[config.mk]
export PLATFORM = sky130hd
export DESIGN_NAME = tx_sequencer
export DESIGN_NICKNAME = d
export VERILOG_FILES = /design/src/rtl/tx_sequencer.sv
export SDC_FILE = /design/constraint.sdc
export NUM_CORES = 1
export LEC_CHECK = 0
export ABC_AREA = 1
export BUFFER_PORTS_ARGS = -buffer_cell sky130_fd_sc_hd__buf_2
export CELL_PAD_IN_SITES_DETAIL_PLACEMENT = 1
export CELL_PAD_IN_SITES_GLOBAL_PLACEMENT = 1
export CORE_ASPECT_RATIO = 0.8
export CORE_MARGIN = 4
export CORE_UTILIZATION = 39
export CTS_CLUSTER_DIAMETER = 200
export DETAILED_ROUTE_END_ITERATION = 7
export PLACE_DENSITY_LB_ADDON = 0.12
export SYNTH_ARGS = -nofsm -noshare
export SYNTH_HDL_FRONTEND = slang
export SYNTH_SLANG_ARGS = --single-unit
[constraint.sdc]
create_clock -name clk -period 1.59 [get_ports clk]
set_input_delay 0.159 -clock clk [delete_from_list [all_inputs] [get_ports clk]]
set_output_delay 0.159 -clock clk [all_outputs]
set_load 0.01 [all_outputs]
[src/rtl/tx_sequencer.sv]
// tx_sequencer: serial frame sequencer (start bit, DATA_BITS payload LSB first,
// stop bit) paced by an external bit sample counter.
module tx_sequencer #(
   parameter int unsigned DATA_BITS  = 8,
   parameter int unsigned SAMPLE_MAX = 15
) (
   input  logic                 clk,
   input  logic                 rst,
   input  logic                 load,
   input  logic [DATA_BITS-1:0] data_in,
   input  logic [3:0]           bsc_count,
   output logic                 bsc_en,
   output logic                 bsc_rst,
   output logic                 tx_out,
   output logic                 busy,
   output logic                 done
);

   localparam int unsigned CNT_W = 4;
   localparam int unsigned IDX_W = (DATA_BITS > 1) ? $clog2(DATA_BITS) : 1;

   typedef enum logic [1:0] {
      IDLE  = 2'd0,
      START = 2'd1,
      DATA  = 2'd2,
      STOP  = 2'd3
   } state_t;

   state_t               state_q, state_d;
   logic [DATA_BITS-1:0] shift_q, shift_d;
   logic [IDX_W-1:0]     idx_q, idx_d;
   logic                 tx_d, busy_d, done_d, bsc_en_d, bsc_rst_d;
   logic                 bit_end_c;
   logic                 last_bit_c;

   // End of a bit period: counter reports its final sample while enabled.
   assign bit_end_c  = bsc_en && (bsc_count == CNT_W'(SAMPLE_MAX));
   assign last_bit_c = (idx_q == IDX_W'(DATA_BITS - 1));

   // State, datapath and registered outputs; reset leaves the line idle high.
   always_ff @(posedge clk or negedge rst) begin
      if (!rst) begin
         state_q <= IDLE;
         shift_q <= '0;
         idx_q   <= '0;
         tx_out  <= 1'b1;
         busy    <= 1'b0;
         done    <= 1'b0;
         bsc_en  <= 1'b0;
         bsc_rst <= 1'b0;
      end else begin
         state_q <= state_d;
         shift_q <= shift_d;
         idx_q   <= idx_d;
         tx_out  <= tx_d;
         busy    <= busy_d;
         done    <= done_d;
         bsc_en  <= bsc_en_d;
         bsc_rst <= bsc_rst_d;
      end
   end

   // Next-state and next-output logic; everything advances only on bit end.
   always_comb begin
      state_d   = state_q;
      shift_d   = shift_q;
      idx_d     = idx_q;
      tx_d      = tx_out;
      busy_d    = busy;
      done_d    = 1'b0;
      bsc_en_d  = bsc_en;
      bsc_rst_d = bsc_rst;

      case (state_q)
         IDLE: begin
            // Line idle high, counter held cleared; accept a new frame on load.
            tx_d      = 1'b1;
            busy_d    = 1'b0;
            bsc_en_d  = 1'b0;
            bsc_rst_d = 1'b0;
            if (load) begin
               state_d   = START;
               shift_d   = data_in;
               idx_d     = '0;
               tx_d      = 1'b0;
               busy_d    = 1'b1;
               bsc_en_d  = 1'b1;
               bsc_rst_d = 1'b1;
            end
         end

         START: begin
            if (bit_end_c) begin
               state_d = DATA;
               tx_d    = shift_q[0];
            end
         end

         DATA: begin
            if (bit_end_c) begin
               if (last_bit_c) begin
                  state_d = STOP;
                  tx_d    = 1'b1;
               end else begin
                  // Next payload bit is bit 1 of the pre-shift register.
                  shift_d = shift_q >> 1;
                  idx_d   = idx_q + IDX_W'(1);
                  tx_d    = shift_q[1];
               end
            end
         end

         STOP: begin
            if (bit_end_c) begin
               state_d   = IDLE;
               done_d    = 1'b1;
               busy_d    = 1'b0;
               bsc_en_d  = 1'b0;
               bsc_rst_d = 1'b0;
               tx_d      = 1'b1;
            end
         end

         default: begin
            state_d = IDLE;
         end
      endcase
   end

endmodule
Word level (Yosys, flattened, before mapping)
Cells that the tools add are included.
{"block": "word_totals", "ff_bits": 16, "latchBits": 0, "ramBits": 0, "rom_bits": 0, "inputBits": 15, "output_inout_bits": 5, "elab_cells": 51, "mem_count": 0}
{"block": "op_classes", "addsub": 1, "mul": 0, "n_div": 0, "order_cmp": 0, "n_eq_ne": 11, "shift": 0, "mux": 25, "bitwise": 0, "n_reduce_logical": 8}
{"operator": "two-way mux 8 bit", "count": 3}
{"operator": "case mux 8 bit (2 select lines)", "count": 1}
{"operator": "!= test 2 bit (second input constant)", "count": 6}
{"operator": "two-way mux 2 bit", "count": 5}
{"operator": "two-way mux 1 bit", "count": 9}
{"operator": "two-way mux 3 bit", "count": 3}
{"operator": "case mux 2 bit (4 select lines)", "count": 1}
{"operator": "case mux 3 bit (2 select lines)", "count": 1}
{"operator": "AND reduction 5 bit", "count": 1}
{"operator": "== test 2 bit (second input constant)", "count": 2}
{"operator": "== test 4 bit (second input constant)", "count": 1}
{"operator": "case mux 1 bit (4 select lines)", "count": 1}
{"operator": "AND reduction 4 bit", "count": 1}
{"operator": "nonzero test 2 bit", "count": 2}
{"operator": "adder 3 x 1 -> 3 bit (second input constant)", "count": 1}
{"operator": "== test 3 bit (second input constant)", "count": 1}
{"operator": "AND reduction 3 bit", "count": 1}
{"operator": "== test 2 x 1 -> 1 bit (second input constant)", "count": 1}
{"operator": "logical NOT 2 bit", "count": 1}
{"operator": "case mux 1 bit (2 select lines)", "count": 1}
{"operator": "AND reduction 2 bit", "count": 1}
{"operator": "logical AND 1 bit", "count": 1}

Logic depth before layout (Yosys ltp)
Gate-level depths: netlist of run 1.
{"block": "depth", "depth_word": 4, "mapped_depth": 10, "mapped_depth_nobuf": 8}

Least setup slack after synthesis of run 1
No wires, ideal clock.
{"block": "synth_timing", "path_type": "reg-to-reg", "from": "reg idx_q[0]", "to": "reg idx_q[0]", "setup_time_ns": 0.117, "t_arrival_ns": 1.306, "required_ns": 1.473, "slack_ns": 0.167, "stages_incl_launch_ff": 8, "path_buffers": 1, "synth_period_minus_slack_ns": 1.423, "path_cell_list": "dfrtp_1 > ha_1 > ha_1 > nand2_2 > nand3_2 > buf_6 > nand2_1 > nand2_1"}
{"block": "synth_via", "elab_chain_cells": 4, "elab_cells_between_ends": 7, "cone_classes": "1 x add/sub; 2 x eq/ne; 3 x mux; 1 x reduce/logical"}
{"element": "start, declared", "line": "31", "rtl": "logic [IDX_W-1:0] idx_q, idx_d;"}
{"element": "start signal, assigned", "line": "54", "rtl": "idx_q <= idx_d;"}
{"element": "adder 3 x 1 -> 3 bit", "line": "107", "rtl": "idx_d = idx_q + IDX_W'(1);"}
{"element": "two-way mux 3 bit", "line": "101", "rtl": "if (last_bit_c) begin"}
{"element": "two-way mux 3 bit", "line": "100", "rtl": "if (bit_end_c) begin"}
{"element": "case mux 3 bit (2 select lines)", "line": "74", "rtl": "case (state_q)"}
Parallel ways exist; a longest one is shown, timed or not. The select of a mux whose other input is x is not followed.
A chain may end at the register's enable or synchronous reset.

Worst setup path in the final report of run 1
{"block": "layout_timing", "from": "reg idx_q[0]", "to": "reg state_q[1]"}
{"block": "layout_via", "elab_chain_cells": 3}
{"element": "== test 3 bit", "line": "38", "rtl": "assign last_bit_c = (idx_q == IDX_W'(DATA_BITS - 1));"}
{"element": "!= test 2 bit (no line)"}
{"element": "AND reduction 5 bit (no line)"}
{"element": "end signal, assigned", "line": "52", "rtl": "state_q <= state_d;"}
{"element": "end, declared", "line": "29", "rtl": "state_t state_q, state_d;"}
Every way passes these cells.

==> run summary, run 1 <==
* run status: finished, final reports clean
* hold crit path type: input pin to flip-flop
* port bufs: 19
* crit path DAT: 1670 ps
* Worst R2R Path Depth: 7
* register bit count reported by yosys: 16
* destination of the worst register-to-register timing path: state_q[1]$_DFFE_PN0P_
* drt wl/cell: 14.52 µm
* num ports: 20
* number of enable flip-flop cells after synthesis: 0
* Synth area leaders: dfrtp_1 (37%), nand2_1 (19%), nand4_1 (7.9%), ha_1 (7.3%), buf_6 (3.3%)
* number of iterations in the first detailed-routing pass: 4
* Max Clk Rate: 677.3 MHz
* clock tree from TritonCTS: built
* startpoint-to-endpoint class of the critical path: flip-flop to flip-flop
* smallest hold slack: 111.5 ps
* LEAKAGE: 0.6633 nW
* fraction of the core area covered by cells at the end of the flow: 48.19%
* area fraction of the dominant cell type after synthesis: 36.67%
* root buffer cell: clkbuf_4
* die footprint: 3513 µm²
* overall global routing resource usage: 17.46%
* CP Data Required Time: 1790 ps
* worst reg2reg setup slack: 110 ps
* post-layout min period: 1476 ps
* reg-to-reg startpoint: idx_q[0]$_DFFE_PN0P_
* final hold vios: 0
* cell types with the highest counts after synthesis: nand2_1 (52), dfrtp_1 (15), nand4_1 (13), inv_1 (8), ha_1 (6)
* HPWL after detailed placement: 2081 µm
* wire length of the first global-routing pass: 4595 µm
* number of vias after detailed routing: 916
* Post-Place Cells: 179
* setup repair after global routing missed its margin: false
* Cells on Worst Hold Path: 3
* fraction of the yosys area taken by sequential cells: 39.24%
* Yosys warning total: 0
* top-count cell post-synth: nand2_1
* final count of negative-setup-slack endpoints: 0
* total wire length after detailed routing: 2687 µm
* number of max-slew violations in the final report: 0
* Synth Area per Inst: 8.254 µm²
* total clock sinks: 16
* final worst-path cycle share: 92.86%
* number of buffers added by the clock tree synthesis step: 3
* number of instances in the synthesized netlist: 124
* starting density of the core: 41.23%
* H-tree depth: 1
* cell type with the largest total area after synthesis: dfrtp_1
* floorplan row count: 16
* layout cells sized above 1: 30.20%
* first-iteration detailed-routing DRC count: 22
* Placeable Area: 2482 µm²
* area growth from synthesis to layout: 16.87%
* ANT cells: 0
* Synth Net Count: 145
* prevailing post-synth register cell: dfrtp_1
* MaxCap Viol Count: 0
* hold path start: data_in[7]
* worst-skew pair later-pin latency: 300 ps
* Clock Skew: 7.031 ps
* worst voltage drop across the vdd grid: 0.5678 mV
* hold path endpoint: shift_q[7]$_DFFE_PN0P_
* post-synthesis instance area: 1023 µm²
* post-detailed-route count of antenna-violating nets: 0
* initial antenna violation count: 0
* kind of launch point of the worst setup path: flip-flop
* register clock-pin slew on the reported worst setup and hold paths: 110 ps
* routed vias/inst: 4.951
* maximum number of pins on one net before global-route repair: 17
* type of destination of the critical path: flip-flop
* GP Congestion: 0.7820
* height of the chip: 53.82 µm
* max-slew headroom at the worst pin: 74.63%
* filler cell count in the final layout: 330
* number of design rule violations left after detail routing: 0
* die span in x: 65.28 µm
* # nets final: 171
* slew of the pin with the lowest slew margin: 380.5 ps
* final setup TNS: 0 ps
* number of non-filler instances in the completed layout: 185
* vias in the first global route: 990
* pwr dens: 1935 nW/µm²
* aggregate global routing overflow: 0
* count of distinct cell types in the synthesized netlist: 23
* CTS max path bufs: 2
* ys async rst share: 100.0%
* Critical Path Fanout Max: 4
stage by stage:
stage	setup slack [ps]	power (W)	cell area [µm²]
after detailed placement	64.39	0.002044	1145
after CTS	36.15	0.002301	1181
final	113.6	0.002315	1196
after floorplan	167.2	0.001773	1023
after global routing	9.215	0.002527	1196
after global placement	119.7	0.001974	1145
flip-flops by register name, indices dropped and copies added, names as in the netlist:
name / cells
shift_q: 8
state_q: 2
done: 1
tx_out: 1
idx_q: 3
busy: 1
worst max-delay path by stage:
stage,startpoint,endpoint,cells after the start
after detailed placement,state_q[1]$_DFFE_PN0P_,idx_q[0]$_DFFE_PN0P_,8
final,idx_q[0]$_DFFE_PN0P_,state_q[1]$_DFFE_PN0P_,7
after floorplan,idx_q[0]$_DFFE_PN0P_,idx_q[0]$_DFFE_PN0P_,7
after global placement,state_q[0]$_DFFE_PN0P_,shift_q[3]$_DFFE_PN0P_,7
after global routing,state_q[1]$_DFFE_PN0P_,shift_q[6]$_DFFE_PN0P_,8
after CTS,state_q[1]$_DFFE_PN0P_,shift_q[0]$_DFFE_PN0P_,8
report_power, final:
| part | switching [W] | total [W] | internal (W) |
|---|---|---|---|
| Combinational | 0.000844 | 0.00136 | 0.000520 |
| Clock | 0.000149 | 0.000247 | 0.0000977 |
| Sequential | 0.000116 | 0.000704 | 0.000588 |
| Total | 0.00111 | 0.00232 | 0.00121 |
layout make-up:
cell class	count	area [µm²]	share of cell area [%]
sequential	16	401.6	33.58
clock buffer	4	26.28	2.197
inverter	9	33.78	2.824
tap	36	45.04	3.766
timing repair buffer	28	165.2	13.81
multi-input combinational	92	524.3	43.83
worst max-delay path: stages, from the launching register on:
cell and delay [ps]:
dfrtp_1 420, ha_1 220, ha_1 220, buf_4 170, nor2_8 120, inv_1 80, nand4_1 100, nand2_1 50
per-layer routing:
layer / global-route usage (%) / up-vias / share of wire (%) / wire length (µm)
li1: - / 451 / - / -
met1: 22.73 / 442 / 47 / 1274
met2: 29.41 / 21 / 48 / 1280
met3: 4.802 / 2 / 4.4 / 118
met4: 3.448 / 0 / 0.48 / 13
met5: 0 / - / 0 / 0
cell families after synthesis:
kind of cell,count (synthesis),synth area share (%)
AOI/OAI and AO/OA,5,4.156
adders and majority gates,6,7.335
DFF,16,39.24
buffers and inverters,16,10.27
and+or+nand+nor,81,39.00
what timing repair did:
action | 4_1_cts | 5_1_grt
hold endpoints to repair | 15 | 0
gates resized for setup | 0 | 1
setup endpoints to repair | 0 | 13
hold buffers | 1 | 0
buffers inserted | 0 | 1
cells in the final DEF, fill, tap and decap left out:
| cell type | instances |
|---|---|
| buf_2 | 19 |
| nor2_2 | 2 |
| nor2_1 | 2 |
| buf_4 | 8 |
| dfrtp_1 | 15 |
| nor2_4 | 1 |
| nand2_2 | 4 |
| o21ai_2 | 1 |
| clkbuf_1 | 1 |
| ha_1 | 6 |
| inv_1 | 8 |
| o21ai_0 | 2 |
| dfstp_2 | 1 |
| nand3_1 | 2 |
| o21ai_1 | 1 |
| inv_2 | 1 |
| clkbuf_4 | 3 |
| or2_1 | 1 |
| o21bai_4 | 1 |
| dlygate4sd3_1 | 1 |
| nand3_2 | 2 |
| nand2_1 | 52 |
| nor2_8 | 1 |
| nand4_1 | 13 |
| nand3_4 | 1 |
(Power assumes the default switching activity.)
==> run 2, diff against run 1 <==
- RECOVER_POWER: not set -> 100
==> run 2 against run 1 <==
Net effect:
- clock skew about the same
- worst hold slack about the same
- die area unchanged
- sequential share of layout area up 0.35 points
- combinational power about the same
- largest power group unchanged
- setup slack about the same
- first-iteration DRC count up 23%
- highest routed layer unchanged
- sequential power about the same
- flip-flop and latch count unchanged
- fmax about the same
- critical endpoint unchanged
- final cell count unchanged
==> run summary, run 2 (synthesis gave the netlist of run 1 again) <==
* run status: finished, final reports clean
* register clock-pin slew on the reported worst setup and hold paths: 110 ps, about the same
* kind of launch point of the worst setup path: flip-flop
* height of the chip: 53.82 µm, unchanged
* startpoint-to-endpoint class of the critical path: flip-flop to flip-flop
* slew of the pin with the lowest slew margin: 912.1 ps, +531.6 ps
* number of vias after detailed routing: 917, +0.11%
* Max Clk Rate: 677.3 MHz, about the same
* most common library cell in the layout ignoring fill and taps: nand2_1
* post-layout min period: 1476 ps, -0.05900 ps
* area of the multi-input gates: 519.2 µm², -0.95%
* total clock sinks: 16, unchanged
* die span in x: 65.28 µm, unchanged
* die footprint: 3513 µm², unchanged
* floorplan row count: 16, unchanged
* routed vias/inst: 4.957, +0.11%
* slowest cell on the critical path: dfrtp_1
* Critical Path Most Common Cell: ha_1
* max-slew headroom at the worst pin: 39.19%, -35 points
* total wire length after detailed routing: 2696 µm, +0.33%
* setup repair after global routing missed its margin: false
* aggregate global routing overflow: 0, unchanged
* most frequent cells in the layout: nand2_1 (52), dfrtp_1 (15), nand4_1 (13), buf_2 (13)
* clock tree from TritonCTS: built
* Critical Path Fanout Max: 4, unchanged
* root buffer cell: clkbuf_4
* HPWL after detailed placement: 2081 µm, unchanged
* Power, Total: 0.002301 W, -0.61%
* overall global routing resource usage: 17.46%, unchanged
* LEAKAGE: 0.6424 nW, -3.1%
* final hold vios: 0, unchanged
* first-iteration detailed-routing DRC count: 27, +23%
* GP Congestion: 0.7820, unchanged
* port bufs: 19, unchanged
* Clock Skew: 6.993 ps, -0.03736 ps
* drt wl/cell: 14.57 µm, +0.33%
* area growth from synthesis to layout: 15.65%
* max FFs per register: 8, unchanged
* maximum number of pins on one net before global-route repair: 17, unchanged
* wire length of the first global-routing pass: 4595 µm, unchanged
* final count of negative-setup-slack endpoints: 0, unchanged
* ANT cells: 0, unchanged
* Seq. cell area: 401.6 µm², unchanged
* launch point of the worst path: idx_q[0]$_DFFE_PN0P_
* worst-skew pair later-pin latency: 300 ps, about the same
* CP Data Required Time: 1790 ps, about the same
* type of destination of the critical path: flip-flop
* filler cell count in the final layout: 335, +1.5%
* number of design rule violations left after detail routing: 0, unchanged
* initial antenna violation count: 0, unchanged
* hold crit path type: input pin to flip-flop
* starting density of the core: 41.23%, unchanged
* pwr dens: 1944 nW/µm², +0.44%
* number of iterations in the first detailed-routing pass: 4, unchanged
* vias in the first global route: 990, unchanged
* reg-to-reg startpoint: idx_q[0]$_DFFE_PN0P_
* final worst-path cycle share: 92.85%, about the same
* MaxCap Viol Count: 0, unchanged
* H-tree depth: 1, unchanged
* worst reg2reg setup slack: 110 ps, about the same
* final setup TNS: 0 ps, unchanged
* number of buffers added by the clock tree synthesis step: 3, unchanged
* post-detailed-route count of antenna-violating nets: 0, unchanged
* num ports: 20, unchanged
* # nets final: 171, unchanged
* leading registers by flop count: shift_q: 8 flops, idx_q: 3 flops, state_q: 2 flops
* largest incremental delay on the critical path: 420 ps, about the same
* CTS max path bufs: 2, unchanged
* number of max-slew violations in the final report: 0, unchanged
* Most flops, register: shift_q
* ordered cell list for the critical path: ha_1 > ha_1 > buf_4 > nor2_8 > inv_1 > nand4_1 > nand2_1
* hold path start: data_in[7]
* worst voltage drop across the vdd grid: 0.5677 mV, about the same
* crit path DAT: 1670 ps, about the same
* layout cells sized above 1: 25.50%, -4.7 points
* Placeable Area: 2482 µm², unchanged
[run 2: report_power, final]
group          leakage (nW)  total [W]  switching, W  internal [W]
registers             0.202   0.000704      0.000116      0.000588
clock network        0.0150   0.000247      0.000149     0.0000977
logic                 0.425    0.00135      0.000845      0.000506
total                 0.642    0.00230       0.00111       0.00119
[run 2: layout make-up]
| type | instances | area share, % |
|---|---|---|
| Clock buffer | 4 | 2.220 |
| Inverter | 9 | 2.854 |
| Multi-Input combinational cell | 92 | 43.87 |
| Sequential cell | 16 | 33.93 |
| Tap cell | 36 | 3.805 |
| Timing Repair Buffer | 28 | 13.32 |
[run 2: per-stage QoR]
step | worst slack (ps) | util [%] | hold slack (ps) | cell area (µm²) | instances
after floorplan | 167.2 | - | -136.6 | 1023 | 124
after global placement | 119.7 | 46.12 | 102.0 | 1145 | 179
after detailed placement | 64.39 | 46.12 | 103.2 | 1145 | 179
after CTS | 36.15 | 47.58 | 105.8 | 1181 | 184
after global routing | 9.215 | 47.68 | 141.0 | 1184 | 185
final | 113.7 | 47.68 | 111.6 | 1184 | 185
[run 2: critical path: cells and delay by family (launching register included)]
family	cells	cell delay, ps
fa+ha+maj	2	440
flops	1	420
simple gates	3	270
buf+inv	2	250
[run 2: what timing repair did]
action | CTS | global route
endpoints found under the hold margin | 15 | 0
hold buffers | 1 | 0
endpoints found under the setup margin | 0 | 13
gates resized for setup | 0 | 1
setup buffers | 0 | 1
[run 2: metal layers]
metal	global-route usage [%]	up-vias	share of wire, %
met5	0	-	0
met4	3.448	0	0.48
met3	4.802	2	4.3
met2	29.41	19	48
met1	22.73	445	47
li1	-	451	-
[run 2: worst paths after layout]
path	endpoint	cells past startpoint
worst min register to register	shift_q[5]$_DFFE_PN0P_	2
max in group asynchronous	busy$_DFFE_PN0P_	2
worst max-delay path	state_q[1]$_DFFE_PN0P_	7
worst max register to register	state_q[1]$_DFFE_PN0P_	7
worst min-delay path	shift_q[7]$_DFFE_PN0P_	3
min in group asynchronous	shift_q[1]$_DFFE_PN0P_	2
==> run 3, diff against run 2 <==
- CORE_ASPECT_RATIO: 0.8 -> 1.1
==> run 3 against run 2 <==
Net effect:
- largest power group unchanged
- via count decreased by 3.8%
- core utilization is essentially flat
- global-route usage down 1.8 points
- power shrank 0.25%
- clock-buffer cell count stayed put
==> run summary, run 3 (synthesis gave the netlist of run 1 again) <==
* slowest cell on the critical path: dfrtp_1
* reg-to-reg startpoint: state_q[1]$_DFFE_PN0P_
* number of vias after detailed routing: 882, -3.8%
* number of design rule violations left after detail routing: 0, unchanged
* total clock sinks: 16, unchanged
* HPWL after detailed placement: 1877 µm, -9.8%
* number of max-slew violations in the final report: 0, unchanged
* floorplan row count: 19, +3
* Post-CTS Setup Bufs: 0, unchanged
* leading registers by flop count: shift_q: 8 flops, idx_q: 3 flops, state_q: 2 flops
* first-iteration detailed-routing DRC count: 13, -52%
* kind of launch point of the worst setup path: flip-flop
* die span in x: 56.85 µm, -13%
* MaxCap Viol Count: 0, unchanged
* clock network fraction of design power: 12.2%, +1.5 points
* post-layout min period: 1468 ps, -8.320 ps
* final setup TNS: 0 ps, unchanged
* maximum number of pins on one net before global-route repair: 17, unchanged
* aggregate global routing overflow: 0, unchanged
* worst-skew pair later-pin latency: 290 ps, about the same
* startpoint-to-endpoint class of the critical path: flip-flop to flip-flop
* Max Clk Rate: 681.2 MHz, +0.57%
* proportion of power drawn by combinational gates: 57.9%, -0.8 points
* num ports: 20, unchanged
* power share of the sequential group: 30.0%, -0.6 points
* fraction of power spent switching nets: 46.21%, -2.0 points
* register clock-pin slew on the reported worst setup and hold paths: 100 ps, about the same
* CTS max path bufs: 2, unchanged
* die footprint: 3509 µm², -0.12%
* GP Congestion: 0.7094, -9.3%
* CP Data Required Time: 1780 ps, about the same
* Critical Path Fanout Max: 11, +7
* drt wl/cell: 13.73 µm, -5.8%
* port bufs: 19, unchanged
* number of iterations in the first detailed-routing pass: 4, unchanged
* setup repair after global routing missed its margin: false
* starting density of the core: 41.00%, -0.23 points
* hold path endpoint: shift_q[7]$_DFFE_PN0P_
* height of the chip: 61.73 µm, +15%
* layout cells sized above 1: 26.85%, +1.3 points
* Power, Total: 0.002295 W, -0.25%
* most frequent cells in the layout: nand2_1 (52), dfrtp_1 (15), buf_2 (14)
* P_sw: 0.001061 W, -4.4%
* H-tree depth: 1, unchanged
* area growth from synthesis to layout: 16.38%
* Worst R2R Path Depth: 8, +1
* Placeable Area: 2496 µm², +0.55%
* final worst-path cycle share: 92.33%, -0.52 points
* clock tree from TritonCTS: built
* Cells on Worst Hold Path: 3, unchanged
* Post-Place Cells: 175, -2.2%
* post-detailed-route count of antenna-violating nets: 0, unchanged
* wire length of the first global-routing pass: 4140 µm, -9.9%
* vias in the first global route: 884, -11%
* final hold vios: 0, unchanged
* Buffers & Inverters on Critical Path: 3, +1
* root buffer cell: clkbuf_4
* total wire length after detailed routing: 2471 µm, -8.3%
* type of destination of the critical path: flip-flop
* ANT cells: 0, unchanged
* destination of the worst register-to-register timing path: shift_q[5]$_DFFE_PN0P_
* overall global routing resource usage: 15.70%, -1.8 points
* run status: finished, final reports clean
* # nets final: 171, unchanged
* initial antenna violation count: 0, unchanged
* routed vias/inst: 4.900, -1.1%
* hold path start: data_in[7]
* Critical Path Most Common Cell: inv_1
* dominant delay contributor by cell family on the critical path: flip-flops
* final setup slack of the worst path: 122.0 ps, +8.320 ps
* Clock Skew: 2.689 ps, -4.304 ps
* number of buffers added by the clock tree synthesis step: 3, unchanged
* worst reg2reg setup slack: 120 ps, about the same
* slew of the pin with the lowest slew margin: 949.0 ps, +36.90 ps
* LEAKAGE: 0.6501 nW, +1.2%
* crit path DAT: 1660 ps, about the same
* Most flops, register: shift_q
* hold crit path type: input pin to flip-flop
* ordered cell list for the critical path: inv_1 > ha_1 > inv_1 > nor2_2 > nor2_4 > buf_4 > nand4_1 > nand2_1
* pre-CTS setup slack: 43.15 ps, -21.24 ps
* largest incremental delay on the critical path: 430 ps, about the same
* final count of negative-setup-slack endpoints: 0, unchanged
* worst voltage drop across the vdd grid: 0.8040 mV, +42%
* max-slew headroom at the worst pin: 36.73%, -2.5 points
* pwr dens: 1927 nW/µm², -0.87%
* most common library cell in the layout ignoring fill and taps: nand2_1
* number of non-filler instances in the completed layout: 180, -2.7%
* max FFs per register: 8, unchanged
* cell-internal power: 0.001235 W, +3.7%
-- run 3: cell count changes in the layout (fill, tap and decap cells not counted) --
cell,change
dfstp_2,-1
buf_2,+1
ha_2,+1
dfstp_1,+1
ha_1,-1
clkbuf_1,-2
clkbuf_8,+1
-- run 3: worst max-delay path by stage --
stage                                 from                endpoint  slack [ps]  depth (start not counted)
finish              state_q[1]$_DFFE_PN0P_  shift_q[5]$_DFFE_PN0P_         120                          8
global route        state_q[1]$_DFFE_PN0P_  shift_q[0]$_DFFE_PN0P_          10                          8
CTS                 state_q[0]$_DFFE_PN0P_  shift_q[5]$_DFFE_PN0P_          20                          7
detailed placement  state_q[0]$_DFFE_PN0P_  shift_q[5]$_DFFE_PN0P_          40                          7
global placement    state_q[0]$_DFFE_PN0P_    idx_q[0]$_DFFE_PN0P_          70                          7
floorplan             idx_q[0]$_DFFE_PN0P_    idx_q[0]$_DFFE_PN0P_         170                          7
-- run 3: worst register-to-register path, cell delays in order, from the launching register on --
cell     delay, ps
dfrtp_1        430
inv_1          100
ha_1           200
inv_1           90
nor2_2         150
nor2_4          60
buf_4          180
nand4_1        100
nand2_1         60
-- run 3: timing repair --
item                       4_1_cts  5_1_grt
hold endpoints to repair        15        0
setup endpoints to repair        0       14
hold buffers                     1        0
resized for setup                0        2
-- run 3: power groups by stage --
stage               logic, W  clock network (W)  registers, W
global route         0.00151           0.000301      0.000713
finish               0.00133           0.000279      0.000688
CTS                  0.00134           0.000289      0.000697
detailed placement   0.00133                  0      0.000704
global placement     0.00130                  0      0.000694
floorplan            0.00108                  0      0.000696
-- run 3: area by class of cell --
class,count,area [µm²]
clock buffers,4,36.28
fillers,332,1305
inverters,9,33.78
multi-input cells,92,521.8
flip-flops and latches,16,401.6
well taps,31,38.79
repair buffers,28,158.9
-- run 3: stage by stage --
step | utilization [%] | instance area, µm² | hold slack [ps]
6_report | 47.72 | 1191 | 126.7
5_1_grt | 47.72 | 1191 | 141.6
4_1_cts | 47.77 | 1192 | 122.4
3_5_place_dp | 45.91 | 1146 | 109.4
3_3_place_gp | 45.91 | 1146 | 108.8
2_1_floorplan | - | 1023 | -136.6
-- run 3: routing by layer --
| metal | GRT usage [%] | up-vias | routed length [µm] |
|---|---|---|---|
| met3 | 2.893 | 2 | 94 |
| li1 | - | 446 | - |
| met2 | 29.54 | 17 | 1318 |
| met1 | 18.08 | 417 | 1041 |
| met4 | 5.960 | 0 | 17 |
| met5 | 0 | - | 0 |
